===== config.mk =====
export PLATFORM = sky130hd
export DESIGN_NAME = uart_tx
export DESIGN_NICKNAME = d
export VERILOG_FILES = /design/src/rtl/uart_pkg.sv /design/src/rtl/uart_baud_gen.sv /design/src/rtl/uart_tx.sv
export SDC_FILE = /design/constraint.sdc
export NUM_CORES = 1
export LEC_CHECK = 0
export CAP_MARGIN = 20
export CORE_MARGIN = 3
export CORE_UTILIZATION = 35
export CTS_CLUSTER_DIAMETER = 30
export CTS_CLUSTER_SIZE = 8
export DETAILED_ROUTE_END_ITERATION = 8
export GPL_TIMING_DRIVEN = 1
export HOLD_SLACK_MARGIN = 0.03
export PLACE_DENSITY = 0.54
export SYNTH_ARGS = -nofsm -noshare
export SYNTH_HDL_FRONTEND = slang
export SYNTH_SLANG_ARGS = --single-unit

===== constraint.sdc =====
create_clock -name SCLK -period 8.7 [get_ports SCLK]
set_input_delay 0.87 -clock SCLK [delete_from_list [all_inputs] [get_ports SCLK]]
set_output_delay 0.87 -clock SCLK [all_outputs]
set_load 0.05 [all_outputs]

===== src/rtl/uart_pkg.sv =====
// rtl/uart_pkg.sv - shared states, baud constants, mode field positions and divisor helper for uart_tx
package uart_pkg;

    typedef enum logic [2:0] {
        IDLE   = 3'd0,
        START  = 3'd1,
        DATA   = 3'd2,
        PARITY = 3'd3,
        STOP   = 3'd4,
        DONE   = 3'd5
    } tx_state_e;

    localparam int BAUD_1200  = 1200;
    localparam int BAUD_2400  = 2400;
    localparam int BAUD_4800  = 4800;
    localparam int BAUD_9600  = 9600;
    localparam int BAUD_19200 = 19200;

    localparam int UMODE_PAR_EN  = 0;
    localparam int UMODE_LEN_LSB = 1;
    localparam int UMODE_LEN_MSB = 2;
    localparam int SMODE_STOP2   = 0;
    localparam int SMODE_ODD     = 1;

    localparam int DIV_W = 16;

    // Rounded-to-nearest SCLK cycles per oversampling tick.
    function automatic logic [DIV_W-1:0] calc_div(input longint clk_hz, input longint ovs,
                                                  input longint baud);
        return DIV_W'((clk_hz + (ovs * baud) / 2) / (ovs * baud));
    endfunction

endpackage


===== src/rtl/uart_baud_gen.sv =====
// rtl/uart_baud_gen.sv - divisor counter producing a one-cycle oversampling tick every div clocks
module uart_baud_gen
    import uart_pkg::*;
(
    input  logic             clk,
    input  logic             resetn,
    input  logic             en,
    input  logic             restart,
    input  logic [DIV_W-1:0] div,
    output logic             tick
);

    logic [DIV_W-1:0] cnt_q;
    logic [DIV_W-1:0] cnt_d;
    logic             wrap;

    assign wrap = (cnt_q == div - DIV_W'(1));
    assign tick = en && !restart && wrap;

    always_comb begin
        cnt_d = cnt_q;
        if (restart) begin
            cnt_d = '0;
        end else if (en) begin
            cnt_d = wrap ? '0 : cnt_q + DIV_W'(1);
        end
    end

    always_ff @(posedge clk) begin
        if (!resetn) begin
            cnt_q <= '0;
        end else begin
            cnt_q <= cnt_d;
        end
    end

endmodule


===== src/rtl/uart_tx.sv =====
// rtl/uart_tx.sv - UART transmitter, 5-8 data bits, optional parity, 1/2 stop; UART_TX_BUSY_OUT_EN adds TX_BUSY
module uart_tx
    import uart_pkg::*;
#(
    parameter int CLK_HZ = 100_000_000,
    parameter int OVS    = 8
) (
    input  logic       SCLK,
    input  logic       SCLR,
    input  logic [7:0] TX_DATA,
    input  logic       TX_EN,
    input  logic [2:0] UMODE,
    input  logic [1:0] SMODE,
    input  logic [4:0] BMODE,
    output logic       TX,
`ifdef UART_TX_BUSY_OUT_EN
    output logic       TX_BUSY,
`endif
    output logic       TX_DONE
);

    localparam logic [DIV_W-1:0] DIV_1200  = calc_div(longint'(CLK_HZ), longint'(OVS), longint'(BAUD_1200));
    localparam logic [DIV_W-1:0] DIV_2400  = calc_div(longint'(CLK_HZ), longint'(OVS), longint'(BAUD_2400));
    localparam logic [DIV_W-1:0] DIV_4800  = calc_div(longint'(CLK_HZ), longint'(OVS), longint'(BAUD_4800));
    localparam logic [DIV_W-1:0] DIV_9600  = calc_div(longint'(CLK_HZ), longint'(OVS), longint'(BAUD_9600));
    localparam logic [DIV_W-1:0] DIV_19200 = calc_div(longint'(CLK_HZ), longint'(OVS), longint'(BAUD_19200));
    localparam logic [2:0]       SUB_LAST  = 3'(OVS - 1);

    tx_state_e        state_q, state_d;
    logic             en_q;
    logic [7:0]       data_q, data_d;
    logic [2:0]       umode_q, umode_d;
    logic [1:0]       smode_q, smode_d;
    logic [DIV_W-1:0] div_q, div_d, sel_div;
    logic [2:0]       sub_q, sub_d;
    logic [2:0]       bit_q, bit_d;
    logic             tx_q, tx_d;
    logic             done_q, done_d;
    logic             busy_q, busy_d;

    logic start, tick, bit_end, last_data, last_stop, parity;
    logic [7:0] mask;

    always_comb begin
        unique case (BMODE)
            5'b00001: sel_div = DIV_1200;
            5'b00010: sel_div = DIV_2400;
            5'b00100: sel_div = DIV_4800;
            5'b01000: sel_div = DIV_9600;
            5'b10000: sel_div = DIV_19200;
            default:  sel_div = DIV_9600;
        endcase
    end

    assign start     = (state_q == IDLE) && TX_EN && !en_q;
    assign bit_end   = tick && (sub_q == SUB_LAST);
    assign last_data = (bit_q == ({1'b0, umode_q[UMODE_LEN_MSB:UMODE_LEN_LSB]} + 3'd4));
    assign last_stop = (bit_q == {2'b00, smode_q[SMODE_STOP2]});
    assign mask      = 8'hFF >> (2'd3 - umode_q[UMODE_LEN_MSB:UMODE_LEN_LSB]);
    assign parity    = (^(data_q & mask)) ^ smode_q[SMODE_ODD];

    uart_baud_gen u_baud (
        .clk     (SCLK),
        .resetn  (SCLR),
        .en      (state_q != IDLE),
        .restart (start),
        .div     (div_q),
        .tick    (tick)
    );

    always_comb begin
        state_d = state_q;
        data_d  = data_q;
        umode_d = umode_q;
        smode_d = smode_q;
        div_d   = div_q;
        sub_d   = tick ? sub_q + 3'd1 : sub_q;
        bit_d   = bit_q;
        tx_d    = tx_q;
        if (start) begin
            state_d = START;
            data_d  = TX_DATA;
            umode_d = UMODE;
            smode_d = SMODE;
            div_d   = sel_div;
            sub_d   = '0;
            bit_d   = '0;
            tx_d    = 1'b0;
        end else if (state_q == DONE) begin
            state_d = IDLE;
        end else if (bit_end) begin
            unique case (state_q)
                START: begin
                    state_d = DATA;
                    tx_d    = data_q[0];
                end
                DATA: begin
                    if (!last_data) begin
                        bit_d = bit_q + 3'd1;
                        tx_d  = data_q[bit_q + 3'd1];
                    end else if (umode_q[UMODE_PAR_EN]) begin
                        state_d = PARITY;
                        tx_d    = parity;
                    end else begin
                        state_d = STOP;
                        bit_d   = '0;
                        tx_d    = 1'b1;
                    end
                end
                PARITY: begin
                    state_d = STOP;
                    bit_d   = '0;
                    tx_d    = 1'b1;
                end
                STOP: begin
                    if (last_stop) begin
                        state_d = DONE;
                    end else begin
                        bit_d = bit_q + 3'd1;
                    end
                end
                default: state_d = IDLE;
            endcase
        end
        done_d = (state_d == DONE);
        busy_d = (state_d != IDLE);
    end

    always_ff @(posedge SCLK) begin
        if (!SCLR) begin
            state_q <= IDLE;
            en_q    <= 1'b0;
            data_q  <= '0;
            umode_q <= '0;
            smode_q <= '0;
            div_q   <= '0;
            sub_q   <= '0;
            bit_q   <= '0;
            tx_q    <= 1'b1;
            done_q  <= 1'b0;
            busy_q  <= 1'b0;
        end else begin
            state_q <= state_d;
            en_q    <= TX_EN;
            data_q  <= data_d;
            umode_q <= umode_d;
            smode_q <= smode_d;
            div_q   <= div_d;
            sub_q   <= sub_d;
            bit_q   <= bit_d;
            tx_q    <= tx_d;
            done_q  <= done_d;
            busy_q  <= busy_d;
        end
    end

    assign TX      = tx_q;
    assign TX_DONE = done_q;
`ifdef UART_TX_BUSY_OUT_EN
    assign TX_BUSY = busy_q;
`else
    logic unused_busy;
    assign unused_busy = busy_q;
`endif

endmodule


==> summary.txt <==
Setup path
  – CP Data Arrival Time: 3.36 ns
  – CP endpoint kind: register
  – Kind of launch point of the worst setup path: register
  – Register-to-register setup slack: 5.53 ns
  – Critical Path Fanout Max: 15
  – Class of the most critical setup path: reg -> reg
  – Data required, critical path: 8.90 ns
  – Reg-to-Reg Start: div_q[7]
  – Worst r2r path cells: 9
  – Reg2Reg Capture Point: u_baud.cnt_q[14]

Global route
  – Total track usage: 0.145
  – Global-route wire length before repair: 11900 um
  – Antenna violations before repair: 0
  – Overall overflow remaining after global route: 0
  – Largest net degree at the start of global routing: 31
  – Number of global-route vias before repair: 2535

Min path
  – Hold Crit Endpoint: sub_q[2]
  – Hold Crit Class: reg -> reg
  – Worst Hold Launch: sub_q[2]
  – Worst hold path cell count: 2

Synth
  – Total number of yosys warnings: 0
  – Post-synth top area share: 0.337
  – Most area-consuming cells after synthesis: sky130_fd_sc_hd__dfxtp_1 (34%), sky130_fd_sc_hd__xnor2_1 (5.9%), sky130_fd_sc_hd__nand2_1 (5.8%), sky130_fd_sc_hd__xor2_1 (5.7%), sky130_fd_sc_hd__nor2_1 (4.7%)
  – Post-synthesis instance total: 371
  – Sequential element share of the synthesized area: 0.337
  – Yosys top cell by area: sky130_fd_sc_hd__dfxtp_1
  – Post-synth net total: 397
  – Most common cell in the netlist: sky130_fd_sc_hd__dfxtp_1
  – Most numerous cell types in the synthesized netlist: sky130_fd_sc_hd__dfxtp_1 (52), sky130_fd_sc_hd__nand2_1 (48), sky130_fd_sc_hd__nor2_1 (39)
  – Syn avg cell area: 8.33 sq um
  – Netlist Area Pre-Place: 0.00309 sq mm
  – Post-synthesis cell type count: 61
  – Count of state elements after synthesis: 52
  – Fraction of synthesis flops using an asynchronous set or reset pin: 0
  – Count of flip-flops with a built-in enable after synthesis: 0
  – Most used flip-flop cell after synthesis: sky130_fd_sc_hd__dfxtp_1

Timing
  – Minimum clock period: 3.17 ns
  – Transition at the pin with the smallest max-transition slack: 0.930 ns
  – Final setup fails: 0
  – Max_slew headroom: 0.378
  – Final worst hold slack: 0.486 ns
  – Final period util: 0.364
  – Setup repair after global routing missed its margin: no
  – Post-Route Setup TNS: 0 ns
  – Final slew viol count: 0
  – Post-route clock skew: 0.0119 ns
  – Timing-limited maximum frequency: 316 MHz
  – Final Hold Violating Endpoints: 0

Finish
  – Share of the core filled with cells in the final layout: 0.415
  – Antenna diode count: 0
  – Area growth syn-to-layout: 12.4%
  – Number of nets in the final layout: 411
  – Share of final-layout standard cells stronger than drive strength 1: 0.0648
  – Total non-filler cell area in the finished layout: 0.00348 sq mm

Floorplanning
  – Std-Cell Rows: 33
  – Floorplan die width: 100 um
  – Standard cell core area: 0.00838 sq mm
  – Area of the die: 0.0100 sq mm
  – # IOs: 23
  – Starting density of the core: 0.369
  – Die Height: 100 um

Clock tree
  – Root buffer selected by CTS: sky130_fd_sc_hd__clkbuf_8
  – Clock latency on the worst-skew pair: 0.31 ns
  – Number of buffers inserted during clock tree synthesis: 5
  – TritonCTS clock tree: done
  – Number of buffers inserted by hold repair at cts: 0
  – Clock buffer depth: 2
  – Post-CTS setup-driven buffer insertion count: 0
  – Clock tree sinks: 52
  – Post-cts resize count: 0
  – H-tree lvl count: 2
  – Clock transition at the registers of the reported paths: 0.09 ns

Placement
  – I/O Buffers: 22
  – Final estimated routing congestion in global placement: 0.808
  – Post-detailed-placement half-perimeter wirelength: 5120 um
  – Placed Instance Area: 0.00337 sq mm

Power
  – Maximum ir drop on the vdd rail: 0.0000561 V
  – Areal power density over the cells: 152 mW/mm^2
  – Leak Pwr: 1.26 nW

Drt
  – Number of routed nets with antenna violations: 0
  – Detailed-route DRC error count: 0
  – DR pass1 iterations: 4
  – Vias per Instance: 5.27
  – Mean routed wirelength per cell: 13.9 um
  – Overall via count from detail_route: 2586
  – Initial DRC count: 155
  – Total wire length after detailed routing: 6800 um

Flow run
  – Count of maximum capacitance violations: 0

Run status
  – Result of the run: finished clean
==> registers in the layout (all words and copies together), names as in the netlist, 2 cells and up <==
register      cells
u_baud.cnt_q     16
div_q            11
data_q            8
bit_q             3
state_q           3
sub_q             3
umode_q           3
smode_q           2
==> logic make-up after synthesis <==
logic type,count (synthesis),synth area share
compound gates,82,0.190
xor+xnor,41,0.116
fa+ha+maj,5,0.0202
buf+inv,26,0.0417
flops,52,0.337
mux,5,0.0247
simple gates,160,0.271
==> worst max-delay path, stage by stage (launching register included) <==
cell and delay, ns:
sky130_fd_sc_hd__dfxtp_1 0.54, sky130_fd_sc_hd__inv_1 0.08, sky130_fd_sc_hd__ha_1 0.32, sky130_fd_sc_hd__nor2b_4 0.17, sky130_fd_sc_hd__and3_1 0.20, sky130_fd_sc_hd__or4_4 0.55, sky130_fd_sc_hd__a221oi_4 0.41, sky130_fd_sc_hd__and4_1 0.37
sky130_fd_sc_hd__a21o_2 0.33, sky130_fd_sc_hd__nor2_1 0.08
==> report_power, final <==
part,switching [mW],internal (mW)
Combinational,0.0563,0.0481
Clock,0.0791,0.0855
Sequential,0.0133,0.247
Total,0.149,0.380
==> per-stage QoR <==
step | cells | total power [mW] | setup slack [ns]
finish | 491 | 0.529 | 5.53
CTS | 491 | 0.538 | 5.47
global placement | 483 | 0.370 | 5.59
global route | 491 | 0.558 | 5.27
floorplan | 371 | 0.344 | 5.85
detailed placement | 483 | 0.371 | 5.50
==> cell usage in the layout (no fill, tap or decap), types with 2 or more instances in the layout <==
master and count:
sky130_fd_sc_hd__nand2_1 48, sky130_fd_sc_hd__nor4_1 3, sky130_fd_sc_hd__a21o_2 2, sky130_fd_sc_hd__a21oi_1 19, sky130_fd_sc_hd__o311a_1 2, sky130_fd_sc_hd__and2_1 3, sky130_fd_sc_hd__inv_1 9, sky130_fd_sc_hd__nand3_1 11
sky130_fd_sc_hd__a31oi_1 5, sky130_fd_sc_hd__or4b_1 2, sky130_fd_sc_hd__nand3b_1 2, sky130_fd_sc_hd__nand4_1 11, sky130_fd_sc_hd__mux4_2 2, sky130_fd_sc_hd__clkdlybuf4s50_1 22, sky130_fd_sc_hd__nand2b_1 4, sky130_fd_sc_hd__a21boi_0 15
sky130_fd_sc_hd__buf_4 2, sky130_fd_sc_hd__o21ai_0 18, sky130_fd_sc_hd__or3_1 4, sky130_fd_sc_hd__and3_1 4, sky130_fd_sc_hd__clkbuf_8 5, sky130_fd_sc_hd__and4_1 5, sky130_fd_sc_hd__nor2b_1 2, sky130_fd_sc_hd__nor2_1 39
sky130_fd_sc_hd__dfxtp_1 52, sky130_fd_sc_hd__a41oi_1 2, sky130_fd_sc_hd__o211a_1 2, sky130_fd_sc_hd__nor3_1 10, sky130_fd_sc_hd__xnor2_1 21, sky130_fd_sc_hd__xor2_1 20, sky130_fd_sc_hd__a41o_1 2, sky130_fd_sc_hd__o211ai_1 2
sky130_fd_sc_hd__mux2i_1 2, sky130_fd_sc_hd__ha_1 5
==> layout make-up <==
class / instances / area, sq um
inverter: 9 / 33.8
tap: 105 / 131
multi-input combinational: 293 / 1930
fill: 886 / 4910
sequential: 52 / 1040
timing repair buffer: 24 / 235
clock buffer: 6 / 72.6
clock inverter: 2 / 35.0
==> worst max-delay path by stage <==
stage               startpoint                to  slack [ns]
floorplan             div_q[7]   u_baud.cnt_q[7]        5.85
CTS                   div_q[7]   u_baud.cnt_q[3]        5.47
finish                div_q[7]  u_baud.cnt_q[14]        5.53
global placement      div_q[7]  u_baud.cnt_q[12]        5.59
global route          div_q[7]   u_baud.cnt_q[7]        5.27
detailed placement    div_q[7]  u_baud.cnt_q[12]        5.50
==> metal layers <==
metal	up-vias	wire length, um	track usage
li1	1351	-	-
met1	1192	3300	0.190
met2	38	3180	0.246
met3	5	248	0.0257
met4	0	70	0.0363
met5	-	0	0
(Power assumes the default switching activity.)
